### config.mk
export PLATFORM = sky130hd
export DESIGN_NAME = gfx_cmd_dispatch
export DESIGN_NICKNAME = d
export VERILOG_FILES = /design/src/rtl/gfx_cmd_dispatch.sv
export SDC_FILE = /design/constraint.sdc
export NUM_CORES = 1
export LEC_CHECK = 0
export ABC_AREA = 1
export CAP_MARGIN = 20
export CORE_AREA = 2 2 135 97
export CTS_CLUSTER_SIZE = 12
export DETAILED_ROUTE_END_ITERATION = 16
export DIE_AREA = 0 0 137 99
export GPL_ROUTABILITY_DRIVEN = 0
export PLACE_DENSITY = 0.58
export SLEW_MARGIN = 40
export SYNTH_ARGS = -nofsm -noshare
export SYNTH_HDL_FRONTEND = slang
export SYNTH_SLANG_ARGS = --single-unit
### constraint.sdc
create_clock -name clk -period 2 [get_ports clk]
set_input_delay 0.6 -clock clk [delete_from_list [all_inputs] [get_ports clk]]
set_output_delay 0.6 -clock clk [all_outputs]
set_load 0.01 [all_outputs]
### src/rtl/gfx_cmd_dispatch.sv
// Graphics command dispatcher.
// Pops command words from a first-word-fall-through FIFO, decodes them,
// programs the frame base address and hands one fill request per FILL command
// to the frame filler over a valid/ready handshake. Processing runs from a
// start pulse until a STOP command.
//
// state     | meaning
// ----------+---------------------------------------------------------------
// S_IDLE    | waiting for start; counters hold their last values
// S_FETCH   | decode the FIFO head word (stall while the FIFO is empty)
// S_BASE    | next FIFO word is raw frame base data, not an opcode
// S_ISSUE   | present the fill request once the filler reports ready
// S_WAIT_LO | request sent; wait for ready to drop (filler accepted)
// S_WAIT_HI | filler busy; wait for ready to return (fill complete)

module gfx_cmd_dispatch (
    input  logic        clk,
    input  logic        rst,
    input  logic        start,
    input  logic        cmd_empty,
    input  logic [31:0] cmd_dout,
    output logic        cmd_rd_en,
    input  logic        ff_ready,
    output logic        ff_valid,
    output logic [23:0] ff_color,
    output logic [31:0] ff_frame_base,
    output logic        busy,
    output logic        done,
    output logic [15:0] fill_count,
    output logic [7:0]  err_count
);

    localparam logic [7:0] OP_STOP    = 8'h00;
    localparam logic [7:0] OP_FILL    = 8'h01;
    localparam logic [7:0] OP_SETBASE = 8'h02;

    typedef enum logic [2:0] {
        S_IDLE,
        S_FETCH,
        S_BASE,
        S_ISSUE,
        S_WAIT_LO,
        S_WAIT_HI
    } state_t;

    state_t      state;
    state_t      state_nxt;
    logic [7:0]  opcode;
    logic        clr_counts;
    logic        latch_color;
    logic        latch_base;
    logic        fill_inc;
    logic        err_inc;

    assign opcode = cmd_dout[31:24];
    assign busy   = (state != S_IDLE);

    // State register; reset abandons any filler handshake in progress.
    always_ff @(posedge clk) begin
        if (!rst) begin
            state <= S_IDLE;
        end else begin
            state <= state_nxt;
        end
    end

    // Next-state decode plus the combinational strobes (pop, fill request, done).
    always_comb begin
        state_nxt   = state;
        cmd_rd_en   = 1'b0;
        ff_valid    = 1'b0;
        done        = 1'b0;
        clr_counts  = 1'b0;
        latch_color = 1'b0;
        latch_base  = 1'b0;
        fill_inc    = 1'b0;
        err_inc     = 1'b0;
        case (state)
            S_IDLE: begin
                if (start) begin
                    clr_counts = 1'b1;
                    state_nxt  = S_FETCH;
                end
            end
            S_FETCH: begin
                if (!cmd_empty) begin
                    cmd_rd_en = 1'b1;
                    case (opcode)
                        OP_STOP: begin
                            done      = 1'b1;
                            state_nxt = S_IDLE;
                        end
                        OP_FILL: begin
                            latch_color = 1'b1;
                            state_nxt   = S_ISSUE;
                        end
                        OP_SETBASE: begin
                            state_nxt = S_BASE;
                        end
                        default: begin
                            err_inc = 1'b1;
                        end
                    endcase
                end
            end
            S_BASE: begin
                if (!cmd_empty) begin
                    cmd_rd_en  = 1'b1;
                    latch_base = 1'b1;
                    state_nxt  = S_FETCH;
                end
            end
            S_ISSUE: begin
                // The request is only strobed while the filler is idle, so a
                // single-cycle valid is always seen by the filler.
                if (ff_ready) begin
                    ff_valid  = 1'b1;
                    fill_inc  = 1'b1;
                    state_nxt = S_WAIT_LO;
                end
            end
            S_WAIT_LO: begin
                if (!ff_ready) begin
                    state_nxt = S_WAIT_HI;
                end
            end
            S_WAIT_HI: begin
                if (ff_ready) begin
                    state_nxt = S_FETCH;
                end
            end
            default: begin
                state_nxt = S_IDLE;
            end
        endcase
    end

    // Fill color and frame base; base only moves in S_BASE, never mid-fill.
    always_ff @(posedge clk) begin
        if (!rst) begin
            ff_color      <= 24'h0;
            ff_frame_base <= 32'h0;
        end else begin
            if (latch_color) begin
                ff_color <= cmd_dout[23:0];
            end
            if (latch_base) begin
                ff_frame_base <= cmd_dout;
            end
        end
    end

    // Status counters: fills wrap, unknown-opcode errors saturate at 255.
    always_ff @(posedge clk) begin
        if (!rst) begin
            fill_count <= 16'h0;
            err_count  <= 8'h0;
        end else if (clr_counts) begin
            fill_count <= 16'h0;
            err_count  <= 8'h0;
        end else begin
            if (fill_inc) begin
                fill_count <= fill_count + 16'd1;
            end
            if (err_inc && (err_count != 8'hFF)) begin
                err_count <= err_count + 8'd1;
            end
        end
    end

endmodule

# Yosys cells after proc, flatten, opt, wreduce, memory -nomap -nowiden
# Index checks and enable logic that the tools add are counted.
[classes]
n_addsub = 2
bitwise = 1
eq_ne = 15
mux = 24
reduce_logical = 8
[ops]
columns = ["operator", "n"]
rows = [
  ["$mux 3", 6],
  ["$pmux 3 s6", 1],
  ["$add 16x1->16 const B", 1],
  ["$mux 1", 16],
  ["$ne 2x2->1 const B", 6],
  ["$pmux 3 s3", 1],
  ["$add 8x1->8 const B", 1],
  ["$eq 8x1->1 const B", 1],
  ["$eq 8x2->1 const B", 1],
  ["$logic_not 8->1", 1],
  ["$ne 8x8->1 const B", 1],
  ["$reduce_and 7->1", 1],
  ["$eq 3x2->1 const B", 2],
  ["$eq 3x3->1 const B", 2],
  ["$ne 4x4->1 const B", 1],
  ["$reduce_or 2->1", 2],
  ["$eq 3x1->1 const B", 1],
  ["$logic_not 3->1", 1],
  ["$reduce_bool 3->1", 1],
  ["$reduce_or 3->1", 1],
  ["$logic_and 1x1->1", 1],
  ["$not 1->1", 1],
]
[totals]
input_bits = 37
regBits = 83
word_cells = 55
output_inout_bits = 84

# Logic depth before layout (Yosys ltp)
# Gate-level depths: netlist (run 1).
[logic_depth]
depth_word = 6
mapped_depth = 9
mapped_depth_nobuf = 9

# Worst setup path after synthesis (run 1)
# No wires, ideal clock.
[synth_timing]
path_type = "input port to output port"
startpoint = "input cmd_dout[26]"
endpoint = "output done"
n_path_buf = 0
required_time_ps = 1400
arrival_ps = 1313
path_stages = 3
slack_ps = 87
path_cell_list = "nor2_1 > nand3_1 > nor4_1"
[synth_via]
elab_chain_cells = 4
[synth_rtl]
columns = ["element", "line", "text"]
rows = [
  ["start, declared", "21", "input logic [31:0] cmd_dout,"],
  ["$logic_not 8->1", "88", "case (opcode)"],
  ["$mux 1", "88", ""],
  ["$mux 1", "86", "if (!cmd_empty) begin"],
  ["$mux 1", "78", "case (state)"],
  ["end, declared", "28", "output logic done,"],
]
# Every way passes these cells.

# Final worst setup path (run 1)
[layout_timing]
startpoint = "input cmd_dout[28]"
endpoint = "output done"
# Same word-level chain as after synthesis.

==> results of run 1 <==
cell type report:
cell class	instances	area [um^2]	area share
Antenna cell	1	2.50	0.000453
Tap cell	162	203	0.0367
Timing Repair Buffer	150	1420	0.257
Clock inverter	7	98.8	0.0179
Sequential cell	83	1670	0.302
Multi-Input combinational cell	338	1690	0.305
Clock buffer	9	225	0.0408
Inverter	57	219	0.0396
per-layer routing:
layer,vias up,GRT usage,part of all wire
met2,91,0.251,0.46
met5,-,0,0
met4,0,0.0539,0.016
met3,14,0.0360,0.048
met1,1706,0.216,0.48
li1,1914,-,-
sequential cells by signal, summed over array words and instances (netlist names):
| signal | count |
|---|---|
| err_count | 8 |
| ff_color | 24 |
| fill_count | 16 |
| ff_frame_base | 32 |
| state | 3 |
logic make-up (layout without fill, tap and decap cells):
kind of cell             count (synthesis)  after routing  synth area share
buffers and inverters                   79            223            0.0916
other                                    0              1                 0
AND/OR/NAND/NOR                        189            189             0.229
XOR/XNOR                                 6              6            0.0146
AO/OA/AOI/OAI                          141            141             0.197
flip-flops                              83             83             0.461
adder cells (fa/ha/maj)                  2              2           0.00694
placed cells by master (no fill, tap or decap), types with 3 or more instances in the layout:
cell type	n
buf_2	3
xor2_1	4
dfxtp_2	4
clkdlybuf4s50_1	105
nor3_1	3
dfxtp_1	79
nand3_2	3
nand3b_1	6
inv_1	52
a21oi_1	76
nand2_1	80
nand4_1	5
buf_4	27
nor2_4	7
o21ai_0	17
nand3_1	19
nor2_1	56
clkbuf_16	9
o21ai_1	46
clkbuf_2	7
inv_2	4
nand2_2	3
buf_12	4
metrics by stage:
| step | setup TNS (ns) | hold WS, ns |
|---|---|---|
| finish | 0 | 0.442 |
| global route | -0.0733 | 0.460 |
| CTS | 0 | 0.443 |
| detailed placement | -16.09 | 0.432 |
| global placement | -14.09 | 0.430 |
| floorplan | 0 | 0.468 |
worst max-delay path, cell delays in order:
cell and delay (ns):
clkbuf_2 0.12, nor2_4 0.15, nand3_2 0.12, nor4_4 0.21, buf_2 0.18
power groups by stage:
stage | registers (uW) | clock network, uW | logic, uW
after floorplan | 2010 | 0 | 597
after global placement | 1930 | 0 | 1400
after detailed placement | 1940 | 0 | 1420
after CTS | 1910 | 1860 | 1440
after global routing | 1930 | 1920 | 1600
final | 1910 | 1790 | 1460
how the worst max path moves through the flow:
stage                       from    to  slack, ns  cells after the start
floorplan           cmd_dout[26]  done       0.09                      3
global placement    cmd_dout[31]  done      -0.80                      5
detailed placement  cmd_dout[31]  done      -0.83                      5
CTS                     state[2]  done     0.0004                      6
global route        cmd_dout[28]  done      -0.05                      5
finish              cmd_dout[28]  done       0.03                      5
what timing repair did:
action,CTS,global route
hold buffers,0,0
setup buffers,6,2
pin swaps,6,7
setup endpoints to repair,4,12
gates resized for setup,40,26
==> impl_metrics.env, run 1 <==
export IMPL_synth_top_cell_area_share=0.461
export IMPL_finalHoldViolations=0
export IMPL_gr_total_overflow=0
export IMPL_syn_area_um2=3600
export IMPL_max_freq_mhz=507
export IMPL_clkLatencyLatePin_ns=0.33
export IMPL_routed_wl_mm=10.6
export IMPL_ant_nets=0
export IMPL_comb_power_share=0.282
export IMPL_outcome="complete, no violations"
export IMPL_synth_most_common_cell="dfxtp_1"
export IMPL_hold_path_class="reg -> reg"
export IMPL_power_density_nw_per_um2=933
export IMPL_drv_cap=0
export IMPL_syn_num_nets=539
export IMPL_power_total_uw=5160
export IMPL_skew_ns=0.00708
export IMPL_finalSetupViolCount=0
export IMPL_grt_total_usage=0.160
export IMPL_grt_pass1_vias=3550
export IMPL_drt_first_pass_iters=6
export IMPL_clock_path_buffers=2
export IMPL_finalNonFillerCells=807
export IMPL_setup_slack_ns=0.0289
export IMPL_cts_root_buffer="clkbuf_16"
export IMPL_synth_common_cells="dfxtp_1, nand2_1, a21oi_1"
export IMPL_min_from="ff_frame_base[11]"
export IMPL_drc=0
export IMPL_power_share_clock=0.347
export IMPL_synth_edf_count=0
export IMPL_core_um2=12300
export IMPL_grt_pass1_wl_mm=17.2
export IMPL_power_leakage_uw=0.00201
export IMPL_critPathCaptureType="output port"
export IMPL_grt_max_degree=65
export IMPL_min_path_cells=2
export IMPL_rsz0062_at_grt="yes"
export IMPL_reg2reg_setup_slack_ns=0.11
export IMPL_startpoint_type="primary input"
export IMPL_clk_pin_slew_ns=0.06
export IMPL_p_seq_frac=0.371
export IMPL_timing_rr_end="fill_count[10]"
export IMPL_synth_area_leaders="dfxtp_1, a21oi_1, nand2_1"
export IMPL_tightest_slew_ns=0.623
export IMPL_synth_cell_types=30
export IMPL_start_util=0.294
export IMPL_synthCells=500
export IMPL_dieArea_um2=13600
export IMPL_die_height_um=99
export IMPL_io_pins=121
export IMPL_dp_worst_setup_slack_ns=-0.835
export IMPL_intPower_uw=3600
export IMPL_syn_avg_cell_area_um2=7.21
export IMPL_io_buffers=120
export IMPL_dp_cells=783
export IMPL_slew_limit_headroom=0.585
export IMPL_period_needed_ns=1.97
export IMPL_synth_async_reset_ratio=0
export IMPL_required_ns=1.40
export IMPL_grt_antenna_before_repair=1
export IMPL_viasPerCell=4.62
export IMPL_final_util=0.451
export IMPL_wl_per_cell_um=13.2
export IMPL_switching_share=0.302
export IMPL_ys_flop_type="dfxtp_1"
export IMPL_numCtsBuffers=9
export IMPL_htreeDepth=3
export IMPL_synth_warnings=0
export IMPL_vdd_drop_max_mv=0.475
export IMPL_fin_area_um2=5530
export IMPL_crit_type="in -> out"
export IMPL_dpl_cell_area_um2=5120
export IMPL_die_x_um=137
export IMPL_hold_path_end="ff_frame_base[11]"
export IMPL_drive_above_1_share=0.135
export IMPL_seq_area_frac_synth=0.461
export IMPL_min_period_over_period=0.986
export IMPL_crit_fanout=2
export IMPL_crit_arrival_ns=1.37
export IMPL_core_rowCount=34
export IMPL_slew_viol_final=0
export IMPL_synth_ff_latch_count=83
export IMPL_drtIter0Drc=109
export IMPL_fillers=1205
export IMPL_cts_tree="yes"
export IMPL_num_vias=3725
export IMPL_synth_largest_area_cell="dfxtp_1"
export IMPL_fin_nets=678
export IMPL_clock_sinks=83
export IMPL_hpwl_mm=7.66
export IMPL_worstRegToRegCells=12
export IMPL_area_growth_pct=53.3
export IMPL_p_sw_uw=1560
export IMPL_r2r_start="state[0]"
No activity file was read; power rests on OpenSTA's default activity.
==> inputs of run 2 (changes only) <==
--- a/config.mk
+++ b/config.mk
@@ -8,7 +8,7 @@
 export ABC_AREA = 1
 export CAP_MARGIN = 20
 export CORE_AREA = 2 2 135 97
-export CTS_CLUSTER_SIZE = 12
+export CTS_CLUSTER_SIZE = 14
 export DETAILED_ROUTE_END_ITERATION = 16
 export DIE_AREA = 0 0 137 99
 export GPL_ROUTABILITY_DRIVEN = 0
==> results of run 2 <==
The final DEF is identical to that of run 1; final timing and power are the same.
==> inputs of run 3 (changes only) <==
--- a/config.mk
+++ b/config.mk
@@ -8,6 +8,7 @@
 export ABC_AREA = 1
 export CAP_MARGIN = 20
 export CORE_AREA = 2 2 135 97
+export CTS_BUF_LIST = sky130_fd_sc_hd__clkbuf_2
 export CTS_CLUSTER_SIZE = 14
 export DETAILED_ROUTE_END_ITERATION = 16
 export DIE_AREA = 0 0 137 99
==> impl_metrics.env, run 3 (same netlist as run 1, synthesis figures left out) <==
export IMPL_power_leakage_uw=0.00255
export IMPL_slew_limit_headroom=0.587
export IMPL_cp_top_family="buffers and inverters"
export IMPL_cp_num_buf_inv=3
export IMPL_min_period_over_period=1.10
export IMPL_num_vias=3871
export IMPL_failed_checks="setup timing"
export IMPL_area_growth_pct=56.9
export IMPL_crit_arrival_ns=1.60
export IMPL_grt_pass1_wl_mm=17.9
export IMPL_cts_hold_repair_buffers=0
export IMPL_grt_pass1_vias=3721
export IMPL_core_rowCount=34
export IMPL_comb_power_share=0.341
export IMPL_grt_antenna_before_repair=0
export IMPL_dieArea_um2=13600
export IMPL_max_freq_mhz=455
export IMPL_clock_sinks=83
export IMPL_slew_viol_final=0
export IMPL_switching_share=0.343
export IMPL_finalSetupViolCount=4
export IMPL_final_common_cell="dlygate4sd2_1"
export IMPL_fillers=1233
export IMPL_regMostFlops="ff_frame_base"
export IMPL_hold_path_class="in -> reg"
export IMPL_final_util=0.462
export IMPL_cpPeakStageDelay_ns=0.47
export IMPL_grt_total_usage=0.166
export IMPL_drive_above_1_share=0.258
export IMPL_period_needed_ns=2.20
export IMPL_grt_max_degree=65
export IMPL_setup_slack_ns=-0.197
export IMPL_cts_tree="yes"
export IMPL_power_density_nw_per_um2=796
export IMPL_required_ns=1.40
export IMPL_gr_total_overflow=0
export IMPL_reg2reg_setup_slack_ns=0.11
export IMPL_clock_path_buffers=2
export IMPL_finalHoldViolations=0
export IMPL_crit_fanout=3
export IMPL_tightest_slew_ns=0.620
export IMPL_cts_root_buffer="clkbuf_2"
export IMPL_vdd_drop_max_mv=0.377
export IMPL_critPathCaptureType="output port"
export IMPL_numCtsBuffers=9
export IMPL_reg_largest_list="ff_frame_base (32), ff_color (24), fill_count (16)"
export IMPL_ant_nets=0
export IMPL_rsz0062_at_grt="yes"
export IMPL_crit_type="in -> out"
export IMPL_core_um2=12300
export IMPL_worstPathCellList="clkdlybuf4s50_1 > inv_2 > nand2_4 > nor4_4 > buf_2"
export IMPL_die_x_um=137
export IMPL_wl_per_cell_um=13.4
export IMPL_io_buffers=120
export IMPL_drt_first_pass_iters=5
export IMPL_drtIter0Drc=141
export IMPL_intPower_uw=2960
export IMPL_p_sw_uw=1540
export IMPL_htreeDepth=3
export IMPL_power_total_uw=4500
export IMPL_startpoint_type="primary input"
export IMPL_routed_wl_mm=11.1
export IMPL_clk_pin_slew_ns=0.24
export IMPL_diodes=0
export IMPL_hpwl_mm=7.66
export IMPL_start_util=0.294
export IMPL_die_height_um=99
export IMPL_cp_slowest_cell="clkdlybuf4s50_1"
export IMPL_power_share_clock=0.232
export IMPL_layout_common_cells="dlygate4sd2_1, nand2_1, a21oi_1"
export IMPL_outcome="finished with violations"
export IMPL_io_pins=121
export IMPL_drc=0
export IMPL_viasPerCell=4.65
export IMPL_p_seq_frac=0.427
export IMPL_drv_cap=0
export IMPL_fin_nets=705
export IMPL_clkLatencyLatePin_ns=0.54
export IMPL_skew_ns=0.0230
export IMPL_largest_reg_flops=32
## run 3: cell types whose count changed in the layout (fill, tap and decap cells not counted), moves of 5 or more
cell             before  now
buf_4                27   48
buf_6                 1    7
clkbuf_16             9    0
clkdlybuf4s50_1     105   28
dfxtp_1              79   14
dfxtp_2               4   61
dfxtp_4               0    8
dlygate4sd2_1         2   82
dlymetal6s2s_1        0    5
## run 3: layer usage
layer | track usage | part of all wire
met2 | 0.270 | 0.47
met5 | 0 | 0
met1 | 0.218 | 0.47
met3 | 0.0448 | 0.050
met4 | 0.0412 | 0.012
## run 3: power groups by stage
stage | clock, uW | combinational, uW | sequential [uW]
final | 1040 | 1540 | 1920
after global routing | 1170 | 1690 | 1950
after CTS | 1100 | 1480 | 1920
after detailed placement | 0 | 1420 | 1940
after global placement | 0 | 1400 | 1930
after floorplan | 0 | 597 | 2010
## run 3: metrics by stage
step / std cells / TNS [ns] / worst slack (ns) / hold WS, ns / cell area [um^2]
after floorplan: 500 / 0 / 0.0868 / 0.468 / 3600
after global placement: 783 / -14.09 / -0.795 / 0.430 / 5120
after detailed placement: 783 / -16.09 / -0.835 / 0.432 / 5120
after CTS: 832 / -1.19 / -0.284 / 0.305 / 5600
after global routing: 833 / -1.12 / -0.294 / 0.283 / 5660
final: 833 / -0.634 / -0.197 / 0.356 / 5660
## run 3: worst reg2reg max path, cell delays in order, from the launching register on
cell	delay, ns
dfxtp_2	0.42
buf_6	0.12
buf_6	0.09
nand4_1	0.10
buf_4	0.15
buf_4	0.12
buf_4	0.12
buf_4	0.12
buf_4	0.13
buf_12	0.14
nor2_4	0.08
xor2_1	0.13
inv_1	0.06
nor2_1	0.09
## run 3: worst paths after layout
path / endpoint / startpoint / cells past startpoint
worst max-delay path: done / cmd_empty / 5
worst min-delay path: state[1] / rst / 3
worst max register to register: fill_count[3] / state[0] / 13
worst min register to register: ff_frame_base[11] / ff_frame_base[11] / 2
## run 3: timing repair
action                                 in CTS  in global routing
pin swaps                                   7                  9
endpoints found under the hold margin       0                  0
gates resized for setup                   202                 15
setup buffers                              33                  4
setup endpoints to repair                  84                 15
## run 3: cell type report
cell class	instances	area (um^2)	area share
clock inverter	7	98.8	0.0175
tap	162	203	0.0358
clock buffer	9	45.0	0.00796
sequential	83	1770	0.313
inverter	57	221	0.0392
multi-input combinational	338	1710	0.302
timing repair buffer	177	1610	0.285
